`config.mk`:
```
export PLATFORM = sky130hd
export DESIGN_NAME = tagged_flow_collector
export DESIGN_NICKNAME = d
export VERILOG_FILES = /design/src/rtl/tagged_flow_collector.sv
export SDC_FILE = /design/constraint.sdc
export NUM_CORES = 1
export LEC_CHECK = 0
export BUFFER_PORTS_ARGS = -buffer_cell sky130_fd_sc_hd__buf_2
export CORE_ASPECT_RATIO = 0.7
export CORE_MARGIN = 2
export CORE_UTILIZATION = 45
export CTS_CLUSTER_DIAMETER = 80
export DETAILED_ROUTE_END_ITERATION = 10
export GPL_TIMING_DRIVEN = 0
export SLEW_MARGIN = 20
export SYNTH_ARGS = -nofsm -noshare
export SYNTH_HDL_FRONTEND = slang
export SYNTH_SLANG_ARGS = --single-unit
export TNS_END_PERCENT = 100
```
`constraint.sdc`:
```
create_clock -name clk -period 4.1 [get_ports clk]
set_input_delay 0.82 -clock clk [delete_from_list [all_inputs] [get_ports clk]]
set_output_delay 0.82 -clock clk [all_outputs]
set_load 0.01 [all_outputs]
```
`src/rtl/tagged_flow_collector.sv`:
```
// ---------------------------------------------------------------------------
// tagged_flow_collector
//
// Demultiplexes a single tagged write stream into FLUX independent show-ahead
// FIFOs, one per flow. Each flow counts the elements its consumer pops. Once
// BLOCK_LEN elements have been popped, the flow reports completion on done[f].
// It then refuses new writes until clear[f] re-arms it.
//
// Ports
//   clk        : clock; all state updates on the rising edge
//   rst        : asynchronous active-low reset
//   in_din     : {tag[TAG_W-1:0], payload[DATA_W-1:0]}
//   in_write   : in_din valid this cycle
//   in_full    : per-flow FIFO full (combinational from occupancy)
//   out_data   : per-flow head-of-FIFO payload, flow f in slice f
//   out_valid  : per-flow head valid
//   out_ready  : per-flow consumer accept
//   clear      : per-flow pulse that returns a finished flow to idle
//   done       : per-flow block-complete flag
//   err_drop   : sticky, a write hit a full or finished flow
//   err_tag    : sticky, a write carried a tag >= FLUX
// ---------------------------------------------------------------------------
module tagged_flow_collector #(
    parameter int FLUX      = 4,
    parameter int TAG_W     = 2,
    parameter int DATA_W    = 8,
    parameter int DEPTH     = 16,
    parameter int BLOCK_LEN = 256
) (
    input  logic                     clk,
    input  logic                     rst,
    input  logic [TAG_W+DATA_W-1:0]  in_din,
    input  logic                     in_write,
    output logic [FLUX-1:0]          in_full,
    output logic [FLUX*DATA_W-1:0]   out_data,
    output logic [FLUX-1:0]          out_valid,
    input  logic [FLUX-1:0]          out_ready,
    input  logic [FLUX-1:0]          clear,
    output logic [FLUX-1:0]          done,
    output logic                     err_drop,
    output logic                     err_tag
);

    localparam int PTR_W = $clog2(DEPTH);
    localparam int CNT_W = PTR_W + 1;
    localparam int PC_W  = $clog2(BLOCK_LEN + 1);

    localparam logic [CNT_W-1:0] FULL_CNT  = CNT_W'(DEPTH);
    localparam logic [PC_W-1:0]  BLOCK_CNT = PC_W'(BLOCK_LEN);
    // One extra bit so FLUX == 2**TAG_W is representable.
    localparam logic [TAG_W:0]   FLUX_V    = (TAG_W + 1)'(FLUX);

    typedef enum logic [1:0] {
        ST_IDLE,
        ST_ACTIVE,
        ST_DONE
    } flow_state_e;

    logic [TAG_W-1:0]  in_tag;
    logic [DATA_W-1:0] in_payload;
    logic              tag_ok;
    logic [FLUX-1:0]   drop_vec;

    assign in_tag     = in_din[TAG_W+DATA_W-1:DATA_W];
    assign in_payload = in_din[DATA_W-1:0];
    assign tag_ok     = {1'b0, in_tag} < FLUX_V;

    for (genvar f = 0; f < FLUX; f++) begin : g_flow
        logic [DATA_W-1:0] mem [DEPTH];
        logic [PTR_W-1:0]  wr_ptr;
        logic [PTR_W-1:0]  rd_ptr;
        logic [CNT_W-1:0]  count;
        logic [PC_W-1:0]   pop_cnt;
        logic [PC_W-1:0]   pop_cnt_nxt;
        flow_state_e       state;
        flow_state_e       state_nxt;
        logic              hit;
        logic              full;
        logic              push;
        logic              pop;
        logic              valid;

        assign hit   = in_write && tag_ok && (in_tag == TAG_W'(f));
        assign full  = (count == FULL_CNT);
        assign valid = (count != '0);
        // A finished flow refuses new data until it is re-armed by clear.
        assign push  = hit && !full && (state != ST_DONE);
        assign pop   = valid && out_ready[f];

        assign drop_vec[f] = hit && (full || (state == ST_DONE));

        // Pointers wrap naturally because DEPTH is a power of 2.
        always_ff @(posedge clk or negedge rst) begin
            if (!rst) begin
                // NOTE: non-blocking (<=) in every clocked block so all
                // registers update together from pre-edge values.
                wr_ptr <= '0;
                rd_ptr <= '0;
                count  <= '0;
            end else begin
                if (push) wr_ptr <= wr_ptr + 1'b1;
                if (pop)  rd_ptr <= rd_ptr + 1'b1;
                case ({push, pop})
                    2'b10:   count <= count + 1'b1;
                    2'b01:   count <= count - 1'b1;
                    default: ;
                endcase
            end
        end

        // NOTE: the storage array has no reset; an empty FIFO masks its
        // contents, so clearing it would only add reset fan-out.
        always_ff @(posedge clk) begin
            if (push) mem[wr_ptr] <= in_payload;
        end

        always_ff @(posedge clk or negedge rst) begin
            if (!rst) begin
                state   <= ST_IDLE;
                pop_cnt <= '0;
            end else begin
                state   <= state_nxt;
                pop_cnt <= pop_cnt_nxt;
            end
        end

        always_comb begin
            // NOTE: defaults first so every path assigns both outputs and no
            // latch is inferred.
            state_nxt   = state;
            pop_cnt_nxt = pop_cnt;
            case (state)
                ST_IDLE: begin
                    if (push) state_nxt = ST_ACTIVE;
                end
                ST_ACTIVE: begin
                    if (pop && (pop_cnt != BLOCK_CNT)) begin
                        pop_cnt_nxt = pop_cnt + 1'b1;
                        if (pop_cnt_nxt == BLOCK_CNT) state_nxt = ST_DONE;
                    end
                end
                ST_DONE: begin
                    // Residual data may still drain here; it is not counted.
                    if (clear[f]) begin
                        state_nxt   = ST_IDLE;
                        pop_cnt_nxt = '0;
                    end
                end
                default: begin
                    state_nxt   = ST_IDLE;
                    pop_cnt_nxt = '0;
                end
            endcase
        end

        assign in_full[f]   = full;
        assign out_valid[f] = valid;
        // Gate the head with valid so out_data reads 0 whenever empty.
        assign out_data[f*DATA_W +: DATA_W] = valid ? mem[rd_ptr] : '0;
        assign done[f]      = (state == ST_DONE);
    end

    always_ff @(posedge clk or negedge rst) begin
        if (!rst) begin
            err_drop <= 1'b0;
            err_tag  <= 1'b0;
        end else begin
            if (|drop_vec)             err_drop <= 1'b1;
            if (in_write && !tag_ok)   err_tag  <= 1'b1;
        end
    end

endmodule
```
Word level (Yosys, flattened, before mapping)
Memory sizes are Yosys's and may differ from the RTL's.
Cells that the tools add are included.
{ "op_classes": {"addsub": 20, "reduce_logical": 54, "bitwise_logic": 4, "muxes": 48, "eq_ne": 51} }
{ "ops": {"columns": ["op", "count"], "rows": [
  ["case mux 9 bit (3 select lines)", 4],
  ["2-to-1 mux 9 bit", 8],
  ["inequality test 2 bit, second input constant", 20],
  ["case mux 5 bit (2 select lines)", 4],
  ["adder 9 x 1 -> 9 bit, second input constant", 4],
  ["equality test 9 bit, second input constant", 4],
  ["inequality test 9 bit, second input constant", 4],
  ["adder 4 x 1 -> 4 bit, second input constant", 8],
  ["2-to-1 mux 2 bit", 16],
  ["2-to-1 mux 8 bit", 4],
  ["logical AND 1 bit", 24],
  ["case mux 2 bit (3 select lines)", 4],
  ["adder 5 x 1 -> 5 bit, second input constant", 4],
  ["equality test 2 bit, second input constant", 10],
  ["equality test 5 bit, second input constant", 4],
  ["nonzero test 5 bit", 4],
  ["subtractor 5 x 1 -> 5 bit, second input constant", 4],
  ["equality test 2 x 1 -> 1 bit, second input constant", 9],
  ["AND reduction 4 bit", 4],
  ["AND reduction 3 bit", 4],
  ["logical NOT 2 bit", 5],
  ["2-to-1 mux 1 bit", 8],
  ["nonzero test 2 bit", 4],
  ["logical NOT 1 bit", 4],
  ["other kinds (3)", 9]
]} }
{ "word_totals": {"memories": 4, "out_inout_bits": 46, "word_cells": 202, "ff_bits": 97, "mem_bits_rw": 512} }
{ "mem_list": {"columns": ["name", "depth", "word_bits", "rd", "rd_ports_with_merged_regs", "write_ports", "line", "source"], "rows": [
  ["g_flow[0].mem", 16, 8, 1, 0, 1, "69", "logic [DATA_W-1:0] mem [DEPTH];"],
  ["g_flow[1].mem", 16, 8, 1, 0, 1, "69", null],
  ["g_flow[2].mem", 16, 8, 1, 0, 1, "69", null],
  ["g_flow[3].mem", 16, 8, 1, 0, 1, "69", null]
]} }

Logic depth before layout (Yosys ltp)
Gate-level depths: netlist of the first run.
{ "depth": {"word_depth": 6, "ltp_mapped": 13} }

Least setup slack after synthesis of the first run
No wires, ideal clock.
{ "synth_timing": {"path_type": "in2reg", "start": "input port in_din[8]", "end": "register g_flow[2].count[4]", "required_time_ps": 3975, "slack_ps": 824, "setup_time_ps": 125, "stages": 11, "arrival_ps": 3151, "path_cell_list": "nand2b_1 -> a2111oi_4 -> inv_1 -> ha_1 -> buf_2 -> xor2_1 -> ha_1 -> nor4b_1 -> mux2i_1 -> o211a_1 -> a2111oi_0"} }
{ "synth_between": {"elab_chain_len": 6} }
{ "synth_rtl": {"columns": ["item", "line", "source"], "rows": [
  ["start, declared", "32", "input logic [TAG_W+DATA_W-1:0] in_din,"],
  ["equality test 2 bit (*)", "83", "assign hit = in_write && tag_ok && (in_tag == TAG_W'(f));"],
  ["logical AND 1 bit (*)", "83", null],
  ["logical AND 1 bit (*) (2 in a row)", "87", "assign push = hit && !full && (state != ST_DONE);"],
  ["equality test 2 x 1 -> 1 bit or equality test 2 bit (tied branches)", "103", "case ({push, pop})"],
  ["case mux 5 bit (2 select lines) or nonzero test 2 bit (tied branches)", null, null],
  ["end signal, assigned", "104", "2'b10: count <= count + 1'b1;"],
  ["end signal, assigned", "105", "2'b01: count <= count - 1'b1;"],
  ["end, declared", "72", "logic [CNT_W-1:0] count;"]
]} }
Mark *: on every way between the ends. The rest lies on a longest branch, timed or not.
A chain may end at the register's enable or synchronous reset.

Final worst setup path of the first run
{ "layout_timing": {"start": "register g_flow[3].rd_ptr[1]", "end": "output port out_data[25]"} }
{ "layout_between": {"elab_chain_len": 2} }
{ "layout_rtl": {"columns": ["item", "line", "source"], "rows": [
  ["start, declared", "71", "logic [PTR_W-1:0] rd_ptr;"],
  ["start signal, assigned", "102", "if (pop) rd_ptr <= rd_ptr + 1'b1;"],
  ["memory (16 x 8 bit)", null, null],
  ["2-to-1 mux 8 bit", "159", "assign out_data[f*DATA_W +: DATA_W] = valid ? mem[rd_ptr] : '0;"],
  ["end, declared", "35", "output logic [FLUX*DATA_W-1:0] out_data,"]
]} }
No other way between the ends.

==> summary.md, run 1 <==
| Metric | Value |
|---|---|
| # IOs | `67` |
| Top FF cell, synth | `edfxtp_1` |
| Synth Instances | `1522` |
| Cell Rows | `73` |
| Max VDD drop | `0.324 mV` |
| Die X-Extent | `291 um` |
| Startpoint types | `register` |
| Unrepaired setup endpoints after global routing | `no` |
| PwrDens | `647 nW/um^2` |
| Core box area | `56900 um^2` |
| DPL Wire Length | `34400 um` |
| Fillers | `4641` |
| Design Area, Final | `29400 um^2` |
| Largest net degree at the start of global routing | `65` |
| Switching share of power | `32.3%` |
| CP Max Fanout | `10` |
| WP data arrival | `2880 ps` |
| Post-synth ARST share | `15.9%` |
| Clock sinks | `609` |
| Clock power frac | `27.5%` |
| CP top delay family | `buffers and inverters` |
| Internal power | `12900 uW` |
| Starting density of the core | `45.6%` |
| Post-synth top area share | `59.3%` |
| Post-synth cell types | `73` |
| DRT Pass-1 Iters | `5` |
| Wire per inst | `21.8 um` |
| Synth Register Bits | `609` |
| Worst slew margin | `28.7%` |
| Simple-gate share of the synthesized area | `6.38%` |
| Final worst-path cycle share | `90.3%` |
| Post-synthesis sequential area ratio | `68.6%` |
| Area Growth Syn to Fin | `13.5%` |
| Worst EP required | `3280 ps` |
| Max-Cap Viols | `0` |
| Vias in the first global route | `14.0k` |
| ANT nets after route | `0` |
| Tmin final | `3700 ps` |
| Gr usage total | `18.3%` |
| Clk pin slew, worst setup/hold paths | `60 ps` |
| Complex-gate fraction of the synthesized area | `4.88%` |
| Cells after DPL | `2359` |
| Post-DP Area | `27500 um^2` |
| TritonCTS Buffers | `56` |
| Number of synthesized flops with an enable pin | `512` |
| Sequential share of power | `40.5%` |
| Count of final setup violators | `0` |
| Power share of the combinational group | `32.0%` |
| Residual DRC | `0` |
| Synth Warn # | `0` |
| Mux cell area share after synthesis | `13.9%` |
| First-pass GRT wire length | `83400 um` |
| Initial DRC count | `1256` |
| Number of vias per cell | `5.63` |
| Fmax | `0.270 GHz` |
| Worst path bufs/invs | `3` |
| Syn Nets | `1586` |
| Cell repeated most along the worst path | `clkbuf_1` |
| Cts-stage hold buffer count | `0` |
| CP max stage delay | `570 ps` |
| Status | `complete, no violations` |
| Adder-Cell Fraction of Synth Area | `2.07%` |
| Fin. Hold Viols | `0` |
| Via count | `13.9k` |
| Final Instance Count excl. Fillers | `2469` |
| WS Path Type | `reg2out` |
| Synth area leaders | `edfxtp_1 (59%), mux4_2 (11%), dfrtp_1 (9.4%)` |
| Initial antenna violation count | `0` |
| Most common cell in the netlist | `edfxtp_1` |
| Layout cells sized above 1 | `24.2%` |
| # port buffers | `65` |
| Clock latency on the worst-skew pair | `590 ps` |
| Largest family of logic cells by synthesized area | `multiplexers` |
| Syn Area/Cell | `17.0 um^2` |
| GPL Wtd Cong | `0.830` |
| Grt ovf | `0` |
| Sw Pwr | `6150 uW` |
| Clock skew | `15.2 ps` |
| Root Buffer | `clkbuf_16` |
| Critical-path cell list | `clkbuf_1, clkbuf_1, mux4_2, mux2i_1, o22ai_1, buf_2` |
| Slew @ Worst Pin | `1070 ps` |
| Synthesized cell area | `25900 um^2` |
| Final layout net count | `1736` |
| Largest area contributor in the netlist | `edfxtp_1` |
| Post-Route WL | `53700 um` |
| Leak | `0.0100 uW` |
| CTS max path bufs | `3` |
| TritonCTS clock tree | `built` |
| Hold_ws | `154 ps` |
| Pins Over Slew Limit | `0` |
| Post-synthesis xor/xnor area fraction | `1.65%` |
| Die height | `205 um` |
| Min-Delay Path Class | `in2async` |
| Critical-path top delay cell | `clkbuf_1` |
| Die area | `59600 um^2` |
| Depth of the CTS H-tree | `2` |
| Top post-synthesis cells by count | `edfxtp_1 (512), mux4_2 (128), dfrtp_1 (97), mux2i_1 (66), inv_1 (63)` |
| Nature of the critical path endpoint | `output pin` |
-- flip-flops by register name (all words and copies together), names as in the netlist --
signal          count
g_flow.rd_ptr      16
g_flow.pop_cnt     36
g_flow.wr_ptr      16
g_flow.state        8
g_flow.mem        512
err_drop            1
g_flow.count       20
-- power groups by stage --
stage	Sequential (uW)	Clock, uW	Combinational (uW)
floorplan	7720	0	4380
detailed placement	7840	0	6150
global placement	7820	0	5960
finish	7720	5240	6090
global route	7800	5610	6670
CTS	7710	5350	6180
-- routing by layer --
metal  vias to the layer above  share of wire, %  global-route usage, %
li1                       6330                 -                      -
met2                       343                45                   27.6
met5                         -                 0                      0
met1                      7177                48                   27.9
met3                        62               5.8                   3.60
met4                         0               1.3                   3.33
-- through the flow --
step                total power (uW)  setup WS, ps  util [%]  setup TNS [ps]
global placement               13800          -115      47.8           -3890
finish                         19000           399      51.7               0
CTS                            19200          48.5      51.6               0
detailed placement             14000          -258      48.4            -258
global route                   20100          97.2      51.7               0
floorplan                      12100           824         -               0
-- layout make-up --
cell class              count  area [um^2]  share of cell area [%]
flip-flops and latches    609        17800                    60.5
plain buffers              80          393                    1.33
inverters                  68          255                   0.867
clock buffers              69         1510                    5.13
well taps                 750          938                    3.19
clock inverters            34          318                    1.08
diodes                      2         5.00                  0.0170
repair buffers             92          567                    1.93
multi-input cells         765         7640                    26.0
-- path summary, 6_finish.rpt --
| kind | to | slack [ps] | startpoint | cells after the start |
|---|---|---|---|---|
| max | out_data[25] | 400 | g_flow[3].rd_ptr[1] | 6 |
| min | g_flow[2].pop_cnt[8] | 150 | rst | 1 |
| max reg2reg | g_flow[0].count[4] | 470 | g_flow[0].count[2] | 14 |
| min reg2reg | g_flow[1].state[0] | 460 | g_flow[1].state[1] | 1 |
| max in group asynchronous | g_flow[3].pop_cnt[8] | 3250 | rst | 2 |
| min in group clk | g_flow[2].state[1] | 460 | clear[2] | 2 |
-- worst reg2reg max path, delay by kind of cell, from the launching register on --
family / cells / cell delay [ps]
AND/OR/NAND/NOR: 2 / 780
adder cells (fa/ha/maj): 2 / 480
XOR/XNOR: 2 / 370
buffers and inverters: 5 / 1170
AO/OA/AOI/OAI: 3 / 390
flip-flops: 1 / 350
-- kinds of logic (layout without fill, tap and decap cells) --
kind of cell / count (synthesis) / in the layout
buf+inv: 148 / 343
other cells: 1 / 3
mux: 199 / 199
xor+xnor: 49 / 49
fa+ha+maj: 43 / 43
flops: 609 / 609
compound gates: 169 / 169
simple gates: 304 / 304
-- cell usage in the layout (no fill, tap or decap), drive strengths merged, types with 6 or more instances in the layout --
| master | n |
|---|---|
| edfxtp | 512 |
| buf | 142 |
| mux4 | 128 |
| clkbuf | 99 |
| dfrtp | 97 |
| inv | 71 |
| mux2i | 66 |
| nand2 | 60 |
| nor2 | 58 |
| o21ai | 44 |
| ha | 43 |
| o22ai | 40 |
| nand3 | 37 |
| xnor2 | 37 |
| nor4 | 29 |
| clkinv | 22 |
| nand2b | 20 |
| nor3 | 20 |
| o221ai | 16 |
| a21oi | 15 |
| nor2b | 13 |
| and2 | 13 |
| xor2 | 12 |
| nand4 | 12 |
| and3 | 8 |
| or4 | 8 |
| o21a | 6 |
| a31oi | 6 |
-- what timing repair did --
item / 4_1_cts / 5_1_grt
buffers inserted: 0 / 5
resized for setup: 0 / 1
setup endpoints to repair: 0 / 1
Note: power is estimated with default switching activity, not from simulation.
==> run 2: changes to the inputs <==
--- a/config.mk
+++ b/config.mk
@@ -9,5 +9,5 @@
 export CORE_ASPECT_RATIO = 0.7
 export CORE_MARGIN = 2
-export CORE_UTILIZATION = 45
+export CORE_UTILIZATION = 30
 export CTS_CLUSTER_DIAMETER = 80
 export DETAILED_ROUTE_END_ITERATION = 10
==> constraint.sdc (replaced) <==
create_clock -name clk -period 4.1 [get_ports clk]
set_input_delay 1.025 -clock clk [delete_from_list [all_inputs] [get_ports clk]]
set_output_delay 1.025 -clock clk [all_outputs]
set_load 0.01 [all_outputs]
==> run 2 against run 1 <==
Effect of this change:
- non-clock buffer count fell by 5
- global-route usage fell by 5.7 points
- critical path depth did not move
- worst setup slack got worse by 210 ps
- flip-flop and latch count did not move
- wire length rose by 5.6%
- first-iteration DRC count rose by 3.3%
- sequential share of layout area fell by 0.83 points
- critical endpoint is now out_data[20]
- sequential power barely moved
- cell count rose by 16%
- maximum frequency fell by 5.3%
- highest routed layer is now met5
- via count rose by 1.4%
==> summary.md, run 2 (same netlist as run 1, synthesis figures left out) <==
| Metric | Value |
|---|---|
| Nature of the critical path endpoint | `output pin` |
| Worst EP required | `3070 ps (-210 ps)` |
| Crit Reg-Reg Startpoint | `g_flow[0].count[2]` |
| # port buffers | `65 (unchanged)` |
| DRT Pass-1 Iters | `4 (-1)` |
| Count of final setup violators | `0 (unchanged)` |
| Hold_ws | `308 ps (+154 ps)` |
| Fmax | `0.256 GHz (-5.3%)` |
| WS Path Type | `reg2out` |
| Design Area, Final | `29800 um^2 (+1.4%)` |
| Min-Delay Path Class | `in2async` |
| Starting density of the core | `30.2% (-15 points)` |
| Final layout net count | `1730 (-0.35%)` |
| Residual DRC | `0 (unchanged)` |
| TritonCTS Buffers | `55 (-1.8%)` |
| Number of vias per cell | `4.93 (-13%)` |
| Layout cells sized above 1 | `23.7% (-0.46 points)` |
| Max FFs per register | `512 (unchanged)` |
| Switching share of power | `32.9% (+0.65 points)` |
| Clock sinks | `609 (unchanged)` |
| Final Instance Count excl. Fillers | `2862 (+16%)` |
| Setup TNS | `0 ps (unchanged)` |
| Top Layer Used | `met5` |
| Sequential share of power | `40.5% (about the same)` |
| Most frequent cells in the layout | `edfxtp_1 (512), mux4_2 (128), dfrtp_1 (97)` |
| Largest net degree at the start of global routing | `70 (+7.7%)` |
| Gr usage total | `12.6% (-5.7 points)` |
| Cells after DPL | `2754 (+17%)` |
| Worst slew margin | `31.1% (+2.4 points)` |
| Wire per inst | `19.8 um (-8.9%)` |
| Clock skew | `20.4 ps (+5.24 ps)` |
| CP max stage delay | `580 ps (about the same)` |
| Fin. Hold Viols | `0 (unchanged)` |
| Grt ovf | `0 (unchanged)` |
| Routed length on met2 | `25400 um (+6.0%)` |
| CTS max path bufs | `3 (unchanged)` |
| Initial antenna violation count | `3 (+3)` |
| Initial DRC count | `1297 (+3.3%)` |
| PwrDens | `640 nW/um^2 (-1.0%)` |
| First-pass GRT wire length | `86600 um (+3.9%)` |
| Max-Cap Viols | `0 (unchanged)` |
| Power share of the combinational group | `32.5% (+0.5 points)` |
| DPL Wire Length | `37300 um (+8.3%)` |
| Max VDD drop | `0.338 mV (+4.3%)` |
| Top Registers | `g_flow.mem: 512 flops, g_flow.pop_cnt: 36 flops, g_flow.count: 20 flops` |
| Final worst-path cycle share | `95.3% (+5.0 points)` |
| ANT nets after route | `0 (unchanged)` |
| Most common cell after layout, fill and taps aside | `edfxtp_1` |
| Internal power | `12800 uW (-0.62%)` |
| Root Buffer | `clkbuf_16` |
| Clock power frac | `27.1% (-0.4 points)` |
| Clock latency on the worst-skew pair | `600 ps (about the same)` |
| Fillers | `8089 (+74%)` |
| CP top delay family | `buffers and inverters` |
| # IOs | `67 (unchanged)` |
| Area Growth Syn to Fin | `15.0%` |
| Critical-path top delay cell | `buf_1` |
| Cell Rows | `90 (+23%)` |
| Met3 WL | `3110 um (+0.35%)` |
| Clk pin slew, worst setup/hold paths | `60 ps (about the same)` |
| Worst path bufs/invs | `3 (unchanged)` |
| Core box area | `85900 um^2 (+51%)` |
| Via count | `14.1k (+1.4%)` |
| Tmin final | `3910 ps (+207 ps)` |
| Die X-Extent | `355 um (+22%)` |
| Unrepaired setup endpoints after global routing | `no` |
| Vias in the first global route | `14.2k (+1.3%)` |
| Startpoint types | `register` |
| Post-DP Area | `28000 um^2 (+1.6%)` |
| Cell count along the critical path | `6 (unchanged)` |
| CP Max Fanout | `10 (unchanged)` |
| Largest Register | `g_flow.mem` |
| R2R cell count | `14 (unchanged)` |
| Slew @ Worst Pin | `1030 ps (-36.1 ps)` |
| Post-Route M1 WL | `27300 um (+4.9%)` |
| Critical path origin | `g_flow[2].rd_ptr[1]` |
| Die area | `88900 um^2 (+49%)` |
| GPL Wtd Cong | `0.791 (-4.7%)` |
| Sw Pwr | `6300 uW (+2.3%)` |
| Status | `complete, no violations` |
| WP data arrival | `2880 ps (about the same)` |
| TritonCTS clock tree | `built` |
| Pins Over Slew Limit | `0 (unchanged)` |
| Cts-stage hold buffer count | `0 (unchanged)` |
| Die height | `250 um (+22%)` |
| Depth of the CTS H-tree | `2 (unchanged)` |
| Critical-path cell list | `clkbuf_1, buf_1, mux4_2, mux2i_1, o22ai_1, buf_2` |
| ANT cells | `0 (-2)` |
| Leak | `0.00997 uW (-0.44%)` |
| Post-Route WL | `56800 um (+5.6%)` |
run 2: changes by cell type in the layout (fill, tap and decap cells not counted), sizes merged:
cell    delta
clkbuf     -7
clkinv     +6
buf        -5
diode      -2
inv        +1
run 2: per-stage QoR:
| stage | utilization (%) | total power [uW] | setup WS, ps |
|---|---|---|---|
| 2_1_floorplan | - | 12100 | 619 |
| 3_3_place_gp | 32.2 | 13900 | -347 |
| 3_5_place_dp | 32.6 | 14100 | -516 |
| 4_1_cts | 34.7 | 19300 | 19.3 |
| 5_1_grt | 34.7 | 20100 | 0.343 |
| 6_report | 34.7 | 19100 | 192 |
run 2: power by group through the flow:
stage,registers (uW),logic (uW),clock network [uW]
2_1_floorplan,7720,4380,0
3_5_place_dp,7850,6280,0
5_1_grt,7800,6790,5550
3_3_place_gp,7810,6080,0
6_report,7730,6210,5180
4_1_cts,7720,6310,5300
run 2: what timing repair did:
item | in CTS | in global routing
endpoints found under the setup margin | 11 | 5
pin swaps | 0 | 2
setup buffers | 0 | 5
gates resized for setup | 2 | 4
run 2: worst paths after layout:
path | end | slack (ps)
worst min-delay path | g_flow[2].pop_cnt[2] | 310
max in group asynchronous | g_flow[3].pop_cnt[5] | 3060
worst min register to register | g_flow[2].state[0] | 470
worst max register to register | g_flow[0].count[4] | 310
min in group clk | g_flow[2].state[0] | 470
worst max-delay path | out_data[20] | 190
run 2: area by class of cell:
type | instances | area (um^2) | share of cell area [%]
Sequential cell | 609 | 17800 | 59.7
Multi-Input combinational cell | 765 | 7640 | 25.6
Clock buffer | 62 | 1450 | 4.84
Tap cell | 1150 | 1440 | 4.82
Timing Repair Buffer | 87 | 512 | 1.71
Buffer | 80 | 397 | 1.33
Clock inverter | 41 | 353 | 1.18
Inverter | 68 | 255 | 0.855
run 2: per-layer routing:
layer	global-route usage (%)	vias to the layer above
met2	18.9	326
met5	0	-
li1	-	6319
met1	19.0	7380
met3	2.35	75
met4	2.65	2
run 2: worst reg2reg max path, stage by stage, from the launching register on:
cell	delay, ps
dfrtp_1	350
buf_2	180
nor4_4	300
buf_4	210
a2111oi_4	70
buf_4	220
inv_2	230
ha_1	250
clkbuf_1	390
xor2_1	200
ha_1	240
a21boi_0	220
o32ai_1	130
nor4b_1	540
xnor2_1	180
